<file path="src/rtl/interboard_link_if.sv">
// Signal bundle for one interboard_link_ctrl instance: the message-side
// handshake towards game control and the Request/Ack/data pins towards the
// peer board. The link controller takes the slave view and its environment
// takes the master view.
interface interboard_link_if #(
    parameter int DATA_W    = 6,
    parameter int MSG_WORDS = 4
);
    // Message side
    logic                          tx_valid;
    logic [DATA_W*MSG_WORDS-1:0]   tx_msg;
    logic                          tx_ready;
    logic                          tx_done;
    logic                          tx_timeout;
    logic                          rx_valid;
    logic [DATA_W*MSG_WORDS-1:0]   rx_msg;
    logic                          rx_err;

    // Board pins
    logic                          Request_in;
    logic                          Ack_in;
    logic [DATA_W-1:0]             inter_data_in;
    logic                          Request_out;
    logic                          Ack_out;
    logic [DATA_W-1:0]             inter_data_out;

    modport slave (
        input  tx_valid, tx_msg, Request_in, Ack_in, inter_data_in,
        output tx_ready, tx_done, tx_timeout, rx_valid, rx_msg, rx_err,
               Request_out, Ack_out, inter_data_out
    );

    modport master (
        output tx_valid, tx_msg, Request_in, Ack_in, inter_data_in,
        input  tx_ready, tx_done, tx_timeout, rx_valid, rx_msg, rx_err,
               Request_out, Ack_out, inter_data_out
    );
endinterface

</file>
<file path="src/rtl/interboard_link_ctrl.sv">
// Full-duplex Request/Ack word transceiver between two player boards.
// A message of MSG_WORDS words (word 0 = least-significant slice) is sent
// one four-phase handshake per word. TX and RX run as independent FSMs,
// each with its own handshake timeout. Every output is a flop.
module interboard_link_ctrl #(
    parameter int DATA_W      = 6,
    parameter int MSG_WORDS   = 4,
    parameter int SYNC_STAGES = 2,
    parameter int TIMEOUT_CYC = 1000
) (
    input logic              clk,
    input logic              rst,
    interboard_link_if.slave lnk
);

    localparam int MSG_W = DATA_W * MSG_WORDS;
    localparam int IDX_W = (MSG_WORDS > 1) ? $clog2(MSG_WORDS) : 1;
    localparam int CNT_W = $clog2(TIMEOUT_CYC + 1);

    localparam logic [IDX_W-1:0] LAST_IDX = IDX_W'(MSG_WORDS - 1);
    localparam logic [CNT_W-1:0] CNT_LIM  = CNT_W'(TIMEOUT_CYC);

    typedef enum logic [1:0] {
        T_IDLE,
        T_SETUP,
        T_REQ,
        T_REL
    } tx_state_t;

    typedef enum logic {
        R_IDLE,
        R_HOLD
    } rx_state_t;

    // ------------------------------------------------------------------
    // Input synchronisers (data is not synchronised: it is stable for a
    // full cycle before Request rises and while it is held).
    // ------------------------------------------------------------------
    logic [SYNC_STAGES-1:0] req_sync;
    logic [SYNC_STAGES-1:0] ack_sync;
    logic                   req_s;
    logic                   ack_s;

    // Shift the asynchronous Request/Ack through SYNC_STAGES flops.
    // NOTE: sequential state uses <= so every flop samples the pre-edge
    // value of its neighbour; blocking = here would collapse the chain.
    always_ff @(posedge clk) begin
        if (!rst) begin
            req_sync <= '0;
            ack_sync <= '0;
        end else begin
            req_sync <= {req_sync[SYNC_STAGES-2:0], lnk.Request_in};
            ack_sync <= {ack_sync[SYNC_STAGES-2:0], lnk.Ack_in};
        end
    end

    assign req_s = req_sync[SYNC_STAGES-1];
    assign ack_s = ack_sync[SYNC_STAGES-1];

    // ------------------------------------------------------------------
    // TX path
    // ------------------------------------------------------------------
    tx_state_t                        tx_state,     tx_state_n;
    logic [IDX_W-1:0]                 tx_idx,       tx_idx_n;
    logic [CNT_W-1:0]                 tx_cnt,       tx_cnt_n;
    logic                             tx_ready_q,   tx_ready_n;
    logic                             tx_done_q,    tx_done_n;
    logic                             tx_timeout_q, tx_timeout_n;
    logic                             req_out_q,    req_out_n;
    logic [DATA_W-1:0]                data_out_q,   data_out_n;
    logic                             tx_load;
    logic [MSG_WORDS-1:0][DATA_W-1:0] tx_buf;

    // TX next-state, next-output and timeout counter logic.
    // NOTE: every variable gets a default before the case so no path
    // leaves one unassigned; that is what keeps this block latch-free.
    always_comb begin
        tx_state_n   = tx_state;
        tx_idx_n     = tx_idx;
        tx_done_n    = 1'b0;
        tx_timeout_n = 1'b0;
        req_out_n    = req_out_q;
        data_out_n   = data_out_q;
        tx_load      = 1'b0;

        case (tx_state)
            T_IDLE: begin
                req_out_n = 1'b0;
                if (lnk.tx_valid && tx_ready_q) begin
                    tx_load    = 1'b1;
                    tx_idx_n   = '0;
                    tx_state_n = T_SETUP;
                end
            end
            T_SETUP: begin
                // Present the word a full cycle before Request rises.
                req_out_n  = 1'b0;
                data_out_n = tx_buf[tx_idx];
                tx_state_n = T_REQ;
            end
            T_REQ: begin
                if (ack_s) begin
                    req_out_n  = 1'b0;
                    tx_state_n = T_REL;
                end else if (tx_cnt == CNT_LIM) begin
                    req_out_n    = 1'b0;
                    tx_idx_n     = '0;
                    tx_timeout_n = 1'b1;
                    tx_state_n   = T_IDLE;
                end else begin
                    req_out_n = 1'b1;
                end
            end
            T_REL: begin
                if (!ack_s) begin
                    if (tx_idx == LAST_IDX) begin
                        tx_idx_n   = '0;
                        tx_done_n  = 1'b1;
                        tx_state_n = T_IDLE;
                    end else begin
                        tx_idx_n   = tx_idx + IDX_W'(1);
                        tx_state_n = T_SETUP;
                    end
                end else if (tx_cnt == CNT_LIM) begin
                    req_out_n    = 1'b0;
                    tx_idx_n     = '0;
                    tx_timeout_n = 1'b1;
                    tx_state_n   = T_IDLE;
                end
            end
            default: tx_state_n = T_IDLE;
        endcase

        // Ready is asserted on the very edge the FSM lands back in idle.
        tx_ready_n = (tx_state_n == T_IDLE);

        // Completion has already been given priority above, so a count at
        // the limit only matters when the handshake did not advance.
        if (tx_state_n != tx_state) begin
            tx_cnt_n = '0;
        end else if (tx_state == T_REQ || tx_state == T_REL) begin
            tx_cnt_n = (tx_cnt == CNT_LIM) ? tx_cnt : tx_cnt + CNT_W'(1);
        end else begin
            tx_cnt_n = '0;
        end
    end

    // TX state and output registers.
    always_ff @(posedge clk) begin
        if (!rst) begin
            tx_state     <= T_IDLE;
            tx_idx       <= '0;
            tx_cnt       <= '0;
            tx_ready_q   <= 1'b0;
            tx_done_q    <= 1'b0;
            tx_timeout_q <= 1'b0;
            req_out_q    <= 1'b0;
            data_out_q   <= '0;
        end else begin
            tx_state     <= tx_state_n;
            tx_idx       <= tx_idx_n;
            tx_cnt       <= tx_cnt_n;
            tx_ready_q   <= tx_ready_n;
            tx_done_q    <= tx_done_n;
            tx_timeout_q <= tx_timeout_n;
            req_out_q    <= req_out_n;
            data_out_q   <= data_out_n;
        end
    end

    // Capture the outgoing message when it is accepted.
    // NOTE: payload storage has no reset; it is always written before it
    // is read, and leaving it out keeps reset fan-out off the data path.
    always_ff @(posedge clk) begin
        if (tx_load) begin
            tx_buf <= lnk.tx_msg;
        end
    end

    // ------------------------------------------------------------------
    // RX path
    // ------------------------------------------------------------------
    rx_state_t                        rx_state,   rx_state_n;
    logic [IDX_W-1:0]                 rx_idx,     rx_idx_n;
    logic [CNT_W-1:0]                 rx_cnt,     rx_cnt_n;
    logic                             ack_out_q,  ack_out_n;
    logic                             rx_valid_q, rx_valid_n;
    logic                             rx_err_q,   rx_err_n;
    logic [MSG_W-1:0]                 rx_msg_q,   rx_msg_n;
    logic                             slot_we;
    logic [MSG_WORDS-1:0][DATA_W-1:0] slots;

    // RX next-state, next-output and timeout counter logic.
    always_comb begin
        rx_state_n = rx_state;
        rx_idx_n   = rx_idx;
        ack_out_n  = ack_out_q;
        rx_valid_n = 1'b0;
        rx_err_n   = 1'b0;
        rx_msg_n   = rx_msg_q;
        slot_we    = 1'b0;

        case (rx_state)
            R_IDLE: begin
                ack_out_n = 1'b0;
                if (req_s) begin
                    slot_we    = 1'b1;
                    ack_out_n  = 1'b1;
                    rx_state_n = R_HOLD;
                end else if (rx_idx != '0 && rx_cnt == CNT_LIM) begin
                    // Peer went quiet between words: drop the partial message.
                    rx_idx_n = '0;
                    rx_err_n = 1'b1;
                end
            end
            R_HOLD: begin
                if (!req_s) begin
                    ack_out_n  = 1'b0;
                    rx_state_n = R_IDLE;
                    if (rx_idx == LAST_IDX) begin
                        rx_msg_n   = slots;
                        rx_valid_n = 1'b1;
                        rx_idx_n   = '0;
                    end else begin
                        rx_idx_n = rx_idx + IDX_W'(1);
                    end
                end else if (rx_cnt == CNT_LIM) begin
                    ack_out_n  = 1'b0;
                    rx_idx_n   = '0;
                    rx_err_n   = 1'b1;
                    rx_state_n = R_IDLE;
                end
            end
            default: rx_state_n = R_IDLE;
        endcase

        if (rx_state_n != rx_state) begin
            rx_cnt_n = '0;
        end else if (rx_state == R_HOLD || rx_idx != '0) begin
            rx_cnt_n = (rx_cnt == CNT_LIM) ? rx_cnt : rx_cnt + CNT_W'(1);
        end else begin
            rx_cnt_n = '0;
        end
    end

    // RX state and output registers.
    always_ff @(posedge clk) begin
        if (!rst) begin
            rx_state   <= R_IDLE;
            rx_idx     <= '0;
            rx_cnt     <= '0;
            ack_out_q  <= 1'b0;
            rx_valid_q <= 1'b0;
            rx_err_q   <= 1'b0;
            rx_msg_q   <= '0;
        end else begin
            rx_state   <= rx_state_n;
            rx_idx     <= rx_idx_n;
            rx_cnt     <= rx_cnt_n;
            ack_out_q  <= ack_out_n;
            rx_valid_q <= rx_valid_n;
            rx_err_q   <= rx_err_n;
            rx_msg_q   <= rx_msg_n;
        end
    end

    // Assemble incoming words into their slot as each request is seen.
    always_ff @(posedge clk) begin
        if (slot_we) begin
            slots[rx_idx] <= lnk.inter_data_in;
        end
    end

    // ------------------------------------------------------------------
    // Outputs
    // ------------------------------------------------------------------
    assign lnk.tx_ready       = tx_ready_q;
    assign lnk.tx_done        = tx_done_q;
    assign lnk.tx_timeout     = tx_timeout_q;
    assign lnk.Request_out    = req_out_q;
    assign lnk.inter_data_out = data_out_q;
    assign lnk.Ack_out        = ack_out_q;
    assign lnk.rx_valid       = rx_valid_q;
    assign lnk.rx_err         = rx_err_q;
    assign lnk.rx_msg         = rx_msg_q;

endmodule

</file>
<file path="src/flat_wrapper.sv">
// flat-port wrapper written by rule: the top's interface ports become plain ports
module interboard_link_ctrl_flat 
#(
    parameter int DATA_W      = 6,
    parameter int MSG_WORDS   = 4,
    parameter int SYNC_STAGES = 2,
    parameter int TIMEOUT_CYC = 1000
)
  (clk, rst, lnk_tx_valid, lnk_tx_msg, lnk_Request_in, lnk_Ack_in, lnk_inter_data_in, lnk_tx_ready, lnk_tx_done, lnk_tx_timeout, lnk_rx_valid, lnk_rx_msg, lnk_rx_err, lnk_Request_out, lnk_Ack_out, lnk_inter_data_out);
  interboard_link_if #(.DATA_W(DATA_W), .MSG_WORDS(MSG_WORDS)) lnk_i ();
  input logic clk;
  input logic rst;
  input wire logic [$bits(lnk_i.tx_valid)-1:0] lnk_tx_valid;
  input wire logic [$bits(lnk_i.tx_msg)-1:0] lnk_tx_msg;
  input wire logic [$bits(lnk_i.Request_in)-1:0] lnk_Request_in;
  input wire logic [$bits(lnk_i.Ack_in)-1:0] lnk_Ack_in;
  input wire logic [$bits(lnk_i.inter_data_in)-1:0] lnk_inter_data_in;
  output wire logic [$bits(lnk_i.tx_ready)-1:0] lnk_tx_ready;
  output wire logic [$bits(lnk_i.tx_done)-1:0] lnk_tx_done;
  output wire logic [$bits(lnk_i.tx_timeout)-1:0] lnk_tx_timeout;
  output wire logic [$bits(lnk_i.rx_valid)-1:0] lnk_rx_valid;
  output wire logic [$bits(lnk_i.rx_msg)-1:0] lnk_rx_msg;
  output wire logic [$bits(lnk_i.rx_err)-1:0] lnk_rx_err;
  output wire logic [$bits(lnk_i.Request_out)-1:0] lnk_Request_out;
  output wire logic [$bits(lnk_i.Ack_out)-1:0] lnk_Ack_out;
  output wire logic [$bits(lnk_i.inter_data_out)-1:0] lnk_inter_data_out;
  assign lnk_i.tx_valid = lnk_tx_valid;
  assign lnk_i.tx_msg = lnk_tx_msg;
  assign lnk_i.Request_in = lnk_Request_in;
  assign lnk_i.Ack_in = lnk_Ack_in;
  assign lnk_i.inter_data_in = lnk_inter_data_in;
  assign lnk_tx_ready = lnk_i.tx_ready;
  assign lnk_tx_done = lnk_i.tx_done;
  assign lnk_tx_timeout = lnk_i.tx_timeout;
  assign lnk_rx_valid = lnk_i.rx_valid;
  assign lnk_rx_msg = lnk_i.rx_msg;
  assign lnk_rx_err = lnk_i.rx_err;
  assign lnk_Request_out = lnk_i.Request_out;
  assign lnk_Ack_out = lnk_i.Ack_out;
  assign lnk_inter_data_out = lnk_i.inter_data_out;
  interboard_link_ctrl #(.DATA_W(DATA_W), .MSG_WORDS(MSG_WORDS), .SYNC_STAGES(SYNC_STAGES), .TIMEOUT_CYC(TIMEOUT_CYC)) u_core (.clk(clk), .rst(rst), .lnk(lnk_i));
endmodule
</file>
<file path="config.mk">
export PLATFORM = sky130hd
export DESIGN_NAME = interboard_link_ctrl_flat
export DESIGN_NICKNAME = d
export VERILOG_FILES = /design/src/rtl/interboard_link_if.sv /design/src/rtl/interboard_link_ctrl.sv /design/src/flat_wrapper.sv
export SDC_FILE = /design/constraint.sdc
export NUM_CORES = 1
export LEC_CHECK = 0
export CAP_MARGIN = 10
export CELL_PAD_IN_SITES_DETAIL_PLACEMENT = 0
export CELL_PAD_IN_SITES_GLOBAL_PLACEMENT = 1
export CORE_ASPECT_RATIO = 0.5
export CORE_UTILIZATION = 35
export DETAILED_ROUTE_END_ITERATION = 6
export MAX_ROUTING_LAYER = met4
export PLACE_DENSITY = 0.72
export SKIP_CTS_REPAIR_TIMING = 1
export SLEW_MARGIN = 0
export SYNTH_ARGS = -nofsm -noshare
export SYNTH_HDL_FRONTEND = slang
export SYNTH_SLANG_ARGS = --single-unit
</file>
<file path="constraint.sdc">
create_clock -name clk -period 1.9 [get_ports clk]
set_input_delay 0.38 -clock clk [delete_from_list [all_inputs] [get_ports clk]]
set_output_delay 0.38 -clock clk [all_outputs]
set_load 0.05 [all_outputs]
</file>
==> results.py, run 1 <==
metrics = {
    "status": {
        "status": "finished, final reports clean",
    },
    "power": {
        "seqPwrFrac": 0.435,
        "pwr-share-clk": 0.522,
        "comb_power_share": 0.043,
        "p_int_uw": 4880,
        "p_sw_uw": 1290,
        "total_leakage_power_uw": 0.00246,
        "power_density_mw_per_mm2": 1030,
        "sw_frac_of_total": 0.209,
        "peakVddDrop_mv": 0.494,
    },
    "clocking": {
        "clockBufferDepth": 2,
        "clock_sinks": 116,
        "clk_pin_slew_ps": 60,
        "numCtsBuffers": 17,
        "clk-insertion-delay-late_ps": 410,
        "cts_tree": "yes",
        "root_buffer": "clkbuf_16",
        "htreeDepth": 4,
    },
    "sta": {
        "fmax_mhz": 587,
        "fin_skew_ps": 9.63,
        "finalCriticalPeriod_ps": 1700,
        "tns_ps": 0,
        "finalMaxSlewViolations": 0,
        "rsz0062_at_grt": "no",
        "tightest_slew_ps": 523,
        "period_share": 0.897,
        "setup_violations": 0,
        "finalHoldViolations": 0,
        "slew_headroom": 0.651,
    },
    "worst_setup_path": {
        "crit_slowest_cell": "nand2b_1",
        "cp-end-kind": "register",
        "reg2reg_depth": 6,
        "worstReg2RegStart": "u_core.tx_cnt[0]",
        "critPathLaunch": "u_core.tx_cnt[0]",
        "crit_path_cell_trace": "inv_1, ha_1, nor4bb_1, nand3_1, nand2b_1, nor2_1",
        "critPathBufInv": 1,
        "critical_path.top_delay_family": "simple AND/OR/NAND/NOR gates",
        "crit_arrival_ps": 1990,
        "rrSetupSlack_ps": 200,
        "crit_path_start_kind": "register",
        "worstReg2RegEnd": "u_core.tx_cnt[8]",
        "cpPeakStageDelay_ps": 370,
        "crit_end": "u_core.tx_cnt[8]",
        "cp.required_ps": 2180,
        "worst-path-stages": 6,
        "path_max_fanout": 10,
        "criticalPathCategory": "register to register",
    },
    "synth": {
        "synth-edff-count": 48,
        "ys_seq_area_frac": 0.629,
        "ys_types": 49,
        "synth_area_sq_mm": 0.00446,
        "ys.flop_type": "dfxtp_1",
        "synth_nets": 426,
        "synth.most_common_cell": "nand2_1",
        "syn_inst": 382,
        "avgSynthCellArea_sq_um": 11.7,
        "synthArstFlopShare": 0,
        "yosys.area.top_type_share": 0.323,
        "synth_seq_cells": 116,
        "yosys-top-cells-area": "edfxtp_1 32%, dfxtp_1 31%, nand2_1 6.1%",
        "ys.warnings.count": 0,
        "synth_common_cells": "73 x nand2_1, 68 x dfxtp_1, 48 x edfxtp_1, 31 x a21oi_1, 27 x nor2_1",
        "synth_top_cell_by_area": "edfxtp_1",
    },
    "finish": {
        "drive_gt1_frac": 0.158,
        "ff_latch_area_sq_mm": 0.00280,
        "multi_input_area_sq_mm": 0.00152,
        "layout.nets": 512,
        "fillerInstances": 1118,
        "instances_no_fill": 646,
        "fin_util": 0.494,
        "antenna_cells": 0,
        "areaGrowthSynthToFinish_pct": 34.2,
    },
    "drt": {
        "antenna_left": 0,
        "post-route-drc-count": 0,
        "wire_per_inst_um": 13.2,
        "avgViaCountPerCell": 4.57,
        "wl_mm": 8.54,
        "initialDrtViolationCount": 185,
        "vias": 2950,
        "dr.pass1.iters": 4,
    },
    "placement": {
        "gp_congestion": 0.742,
        "portBuffers": 71,
        "placed_cells": 614,
        "dp_hpwl_mm": 5.76,
    },
    "min_path": {
        "hp-class": "register to register",
    },
    "global_routing": {
        "grt_pass1_vias": 2800,
        "grt_usage": 0.146,
        "grt_max_degree": 28,
        "grt_pass1_wl_mm": 14.0,
        "antenna_found_initial": 0,
        "grt_overflow": 0,
    },
    "die": {
        "die_width_um": 162,
        "coreArea_sq_mm": 0.0121,
        "initial_utilization": 0.368,
        "die_h_um": 81.8,
        "die_area_sq_mm": 0.0132,
        "ios": 72,
        "rows": 28,
    },
    "flow_run": {
        "maxCapViolations": 0,
    },
}
## power groups by stage
stage / Combinational (uW) / Sequential (uW) / Clock, uW
after floorplan: 104 / 2760 / 0
after global placement: 266 / 2740 / 0
after detailed placement: 267 / 2740 / 0
after CTS: 269 / 2690 / 3290
after global routing: 288 / 2690 / 3400
final: 264 / 2690 / 3220
## area by class of cell
cell class                 count  share of cell area
clock buffer                  20              0.0746
clock inverter                12              0.0259
inverter                      10             0.00627
multi-input combinational    242               0.253
sequential                   116               0.468
tap                          165              0.0345
timing repair buffer          81               0.137
## per-stage QoR
stage | cell area [sq um] | hold slack, ps | total power, uW | setup slack (ps)
3_3_place_gp | 5330 | 417 | 3000 | 170
4_1_cts | 5930 | 437 | 6250 | -67.8
3_5_place_dp | 5330 | 419 | 3010 | 152
2_1_floorplan | 4460 | 412 | 2860 | 243
5_1_grt | 5980 | 453 | 6390 | 34.2
6_report | 5980 | 434 | 6180 | 197
## per-layer routing
metal / share of wire / GRT usage / up-vias
li1: - / - / 1501
met1: 0.48 / 0.175 / 1384
met2: 0.46 / 0.223 / 52
met3: 0.044 / 0.0419 / 13
met4: 0.016 / 0.0821 / 0
met5: 0 / - / -
## cells by family after synthesis
group                    Yosys count  share of synthesized area
multiplexers                       7                     0.0325
buffers and inverters             24                     0.0317
XOR/XNOR                          16                     0.0314
AND/OR/NAND/NOR                  155                      0.174
adder cells (fa/ha/maj)            9                     0.0253
AO/OA/AOI/OAI                     55                     0.0769
flip-flops                       116                      0.629
## sequential cells by signal, summed over array words and instances, names as in the netlist, 2 cells and up
register,count
u_core.lnk.rx_msg,24
u_core.slots,24
u_core.tx_buf,24
u_core.rx_cnt,10
u_core.tx_cnt,10
u_core.lnk.inter_data_out,6
u_core.ack_sync,2
u_core.req_sync,2
u_core.rx_idx,2
u_core.tx_idx,2
u_core.tx_state,2
## cells in the final DEF, fill, tap and decap left out, drive strengths merged, types with 9 or more instances in the layout
cell type / instances
dlymetal6s2s: 23
nand2: 73
dfxtp: 68
buf: 24
ha: 9
inv: 10
nor2: 27
clkdlybuf4s50: 34
xor2: 9
edfxtp: 48
and2: 9
a21oi: 38
nand3: 10
clkbuf: 20
## worst min-delay path by stage
| stage | from | end | cells after the start |
|---|---|---|---|
| final | u_core.req_sync[0] | u_core.req_sync[1] | 1 |
| after global routing | u_core.ack_sync[0] | u_core.ack_sync[1] | 1 |
| after CTS | u_core.req_sync[0] | u_core.req_sync[1] | 1 |
| after detailed placement | u_core.req_sync[0] | u_core.req_sync[1] | 1 |
| after global placement | u_core.ack_sync[0] | u_core.ack_sync[1] | 1 |
| after floorplan | u_core.ack_sync[0] | u_core.ack_sync[1] | 1 |
No activity file was read; power rests on OpenSTA's default activity.
==> run 2, diff against run 1 <==
--- a/config.mk
+++ b/config.mk
@@ -11,8 +11,7 @@
 export CORE_ASPECT_RATIO = 0.5
 export CORE_UTILIZATION = 35
 export DETAILED_ROUTE_END_ITERATION = 6
-export MAX_ROUTING_LAYER = met4
-export PLACE_DENSITY = 0.72
+export PLACE_DENSITY_LB_ADDON = 0.1
 export SKIP_CTS_REPAIR_TIMING = 1
 export SLEW_MARGIN = 0
 export SYNTH_ARGS = -nofsm -noshare
==> results.py, run 2 (synthesis results as in run 1) <==
metrics = {
    "status": {
        "status": "finished, final reports clean",
    },
    "finish": {
        "areaGrowthSynthToFinish_pct": 34.0,
        "layout.nets": 510,
        "mostFrequentLayoutCells": "73 x nand2_1, 68 x dfxtp_1, 48 x edfxtp_1",
        "antenna_cells": 0,
        "layout_commonest_cell": "nand2_1",
        "drive_gt1_frac": 0.161,
        "fin_util": 0.493,
        "finalInstanceArea_sq_mm": 0.00597,
    },
    "drt": {
        "avgViaCountPerCell": 4.65,
        "post-route-drc-count": 0,
        "initialDrtViolationCount": 188,
        "vias": 2995,
        "wire_per_inst_um": 13.5,
        "wl_mm": 8.70,
        "dr.pass1.iters": 6,
        "antenna_left": 0,
    },
    "worst_setup_path": {
        "worstReg2RegEnd": "u_core.tx_cnt[3]",
        "cp-end-kind": "register",
        "path_max_fanout": 10,
        "reg2reg_depth": 6,
        "worstReg2RegStart": "u_core.tx_cnt[0]",
        "crit_path_start_kind": "register",
        "crit_arrival_ps": 1940,
        "rrSetupSlack_ps": 240,
        "criticalPathCategory": "register to register",
        "cp.required_ps": 2170,
    },
    "sta": {
        "finalCriticalPeriod_ps": 1660,
        "fmax_mhz": 601,
        "slew_headroom": 0.654,
        "setup_violations": 0,
        "tightest_slew_ps": 518,
        "holdWs_ps": 451,
        "rsz0062_at_grt": "no",
        "period_share": 0.875,
        "finalMaxSlewViolations": 0,
        "fin_skew_ps": 7.70,
        "finalHoldViolations": 0,
    },
    "die": {
        "rows": 28,
        "ios": 72,
        "die_area_sq_mm": 0.0132,
        "die_h_um": 81.8,
        "die_width_um": 162,
        "coreArea_sq_mm": 0.0121,
        "initial_utilization": 0.368,
    },
    "min_path": {
        "hp-class": "register to register",
        "holdPathEnd": "u_core.lnk.rx_msg[20]",
        "hold_depth": 2,
        "min_from": "u_core.lnk.rx_msg[20]",
    },
    "flow_run": {
        "maxCapViolations": 0,
    },
    "clocking": {
        "root_buffer": "clkbuf_16",
        "clock_sinks": 116,
        "clockBufferDepth": 2,
        "clk-insertion-delay-late_ps": 400,
        "numCtsBuffers": 17,
        "htreeDepth": 4,
        "clk_pin_slew_ps": 50,
        "cts_tree": "yes",
    },
    "global_routing": {
        "grt_overflow": 0,
        "grt_usage": 0.144,
        "grt_max_degree": 28,
        "antenna_found_initial": 0,
        "grt_pass1_wl_mm": 14.4,
        "grt_pass1_vias": 2926,
    },
    "placement": {
        "dpl-instance-area_sq_mm": 0.00531,
        "gp_congestion": 0.725,
        "portBuffers": 71,
        "dp_hpwl_mm": 6.04,
    },
    "power": {
        "power_uw": 6240,
        "peakVddDrop_mv": 0.518,
        "total_leakage_power_uw": 0.00243,
        "power_density_mw_per_mm2": 1040,
    },
}
-- run 2: changes by cell type in the layout (fill, tap and decap cells not counted), sizes merged --
| cell | before | now |
|---|---|---|
| dlymetal6s2s | 23 | 21 |
| clkbuf | 20 | 18 |
| clkinv | 6 | 8 |
| inv | 10 | 9 |
| bufinv | 3 | 4 |
-- run 2: cell type report --
| type | instances | area, sq um |
|---|---|---|
| clock buffers | 18 | 429 |
| clock inverters | 14 | 186 |
| fillers | 1098 | 6150 |
| inverters | 10 | 37.5 |
| multi-input cells | 242 | 1520 |
| flip-flops and latches | 116 | 2800 |
| well taps | 165 | 206 |
| repair buffers | 79 | 796 |
-- run 2: worst max path at each step --
| stage | start | end |
|---|---|---|
| after CTS | u_core.lnk.inter_data_out[1] | lnk_inter_data_out[1] |
| final | u_core.tx_cnt[0] | u_core.tx_cnt[3] |
| after detailed placement | rst | u_core.tx_cnt[3] |
| after global placement | rst | u_core.tx_cnt[5] |
| after global routing | u_core.tx_cnt[0] | u_core.tx_cnt[5] |
| after floorplan | u_core.lnk.tx_ready | u_core.tx_idx[1] |
-- run 2: worst max-delay path, cell delays in order, from the launching register on --
cell	delay, ps
dfxtp_1	340
inv_1	70
ha_1	160
nor4bb_1	280
nand3_1	230
nand2b_1	350
nor2_1	110
-- run 2: layer usage --
layer  part of all wire  vias to the layer above  track usage  wire [um]
met5                  0                        -            0          0
li1                   -                     1500            -          -
met2               0.47                       57        0.239       4110
met4              0.010                        0       0.0651         88
met3              0.040                        9       0.0439        350
met1               0.48                     1429        0.177       4160
-- run 2: metrics by stage --
step                      setup TNS [ps]  cells  setup slack (ps)
final                                  0    644               237
after global routing                   0    644               125
after CTS                           -647    644             -63.0
after detailed placement               0    612              34.8
after global placement                 0    612               101
after floorplan                        0    382               243
-- run 2: power breakdown --
group	total [uW]	switching (uW)	leakage (uW)	internal, uW
registers	2690	31.4	0.000988	2660
logic	262	132	0.00115	130
clock network	3290	1110	0.000291	2180
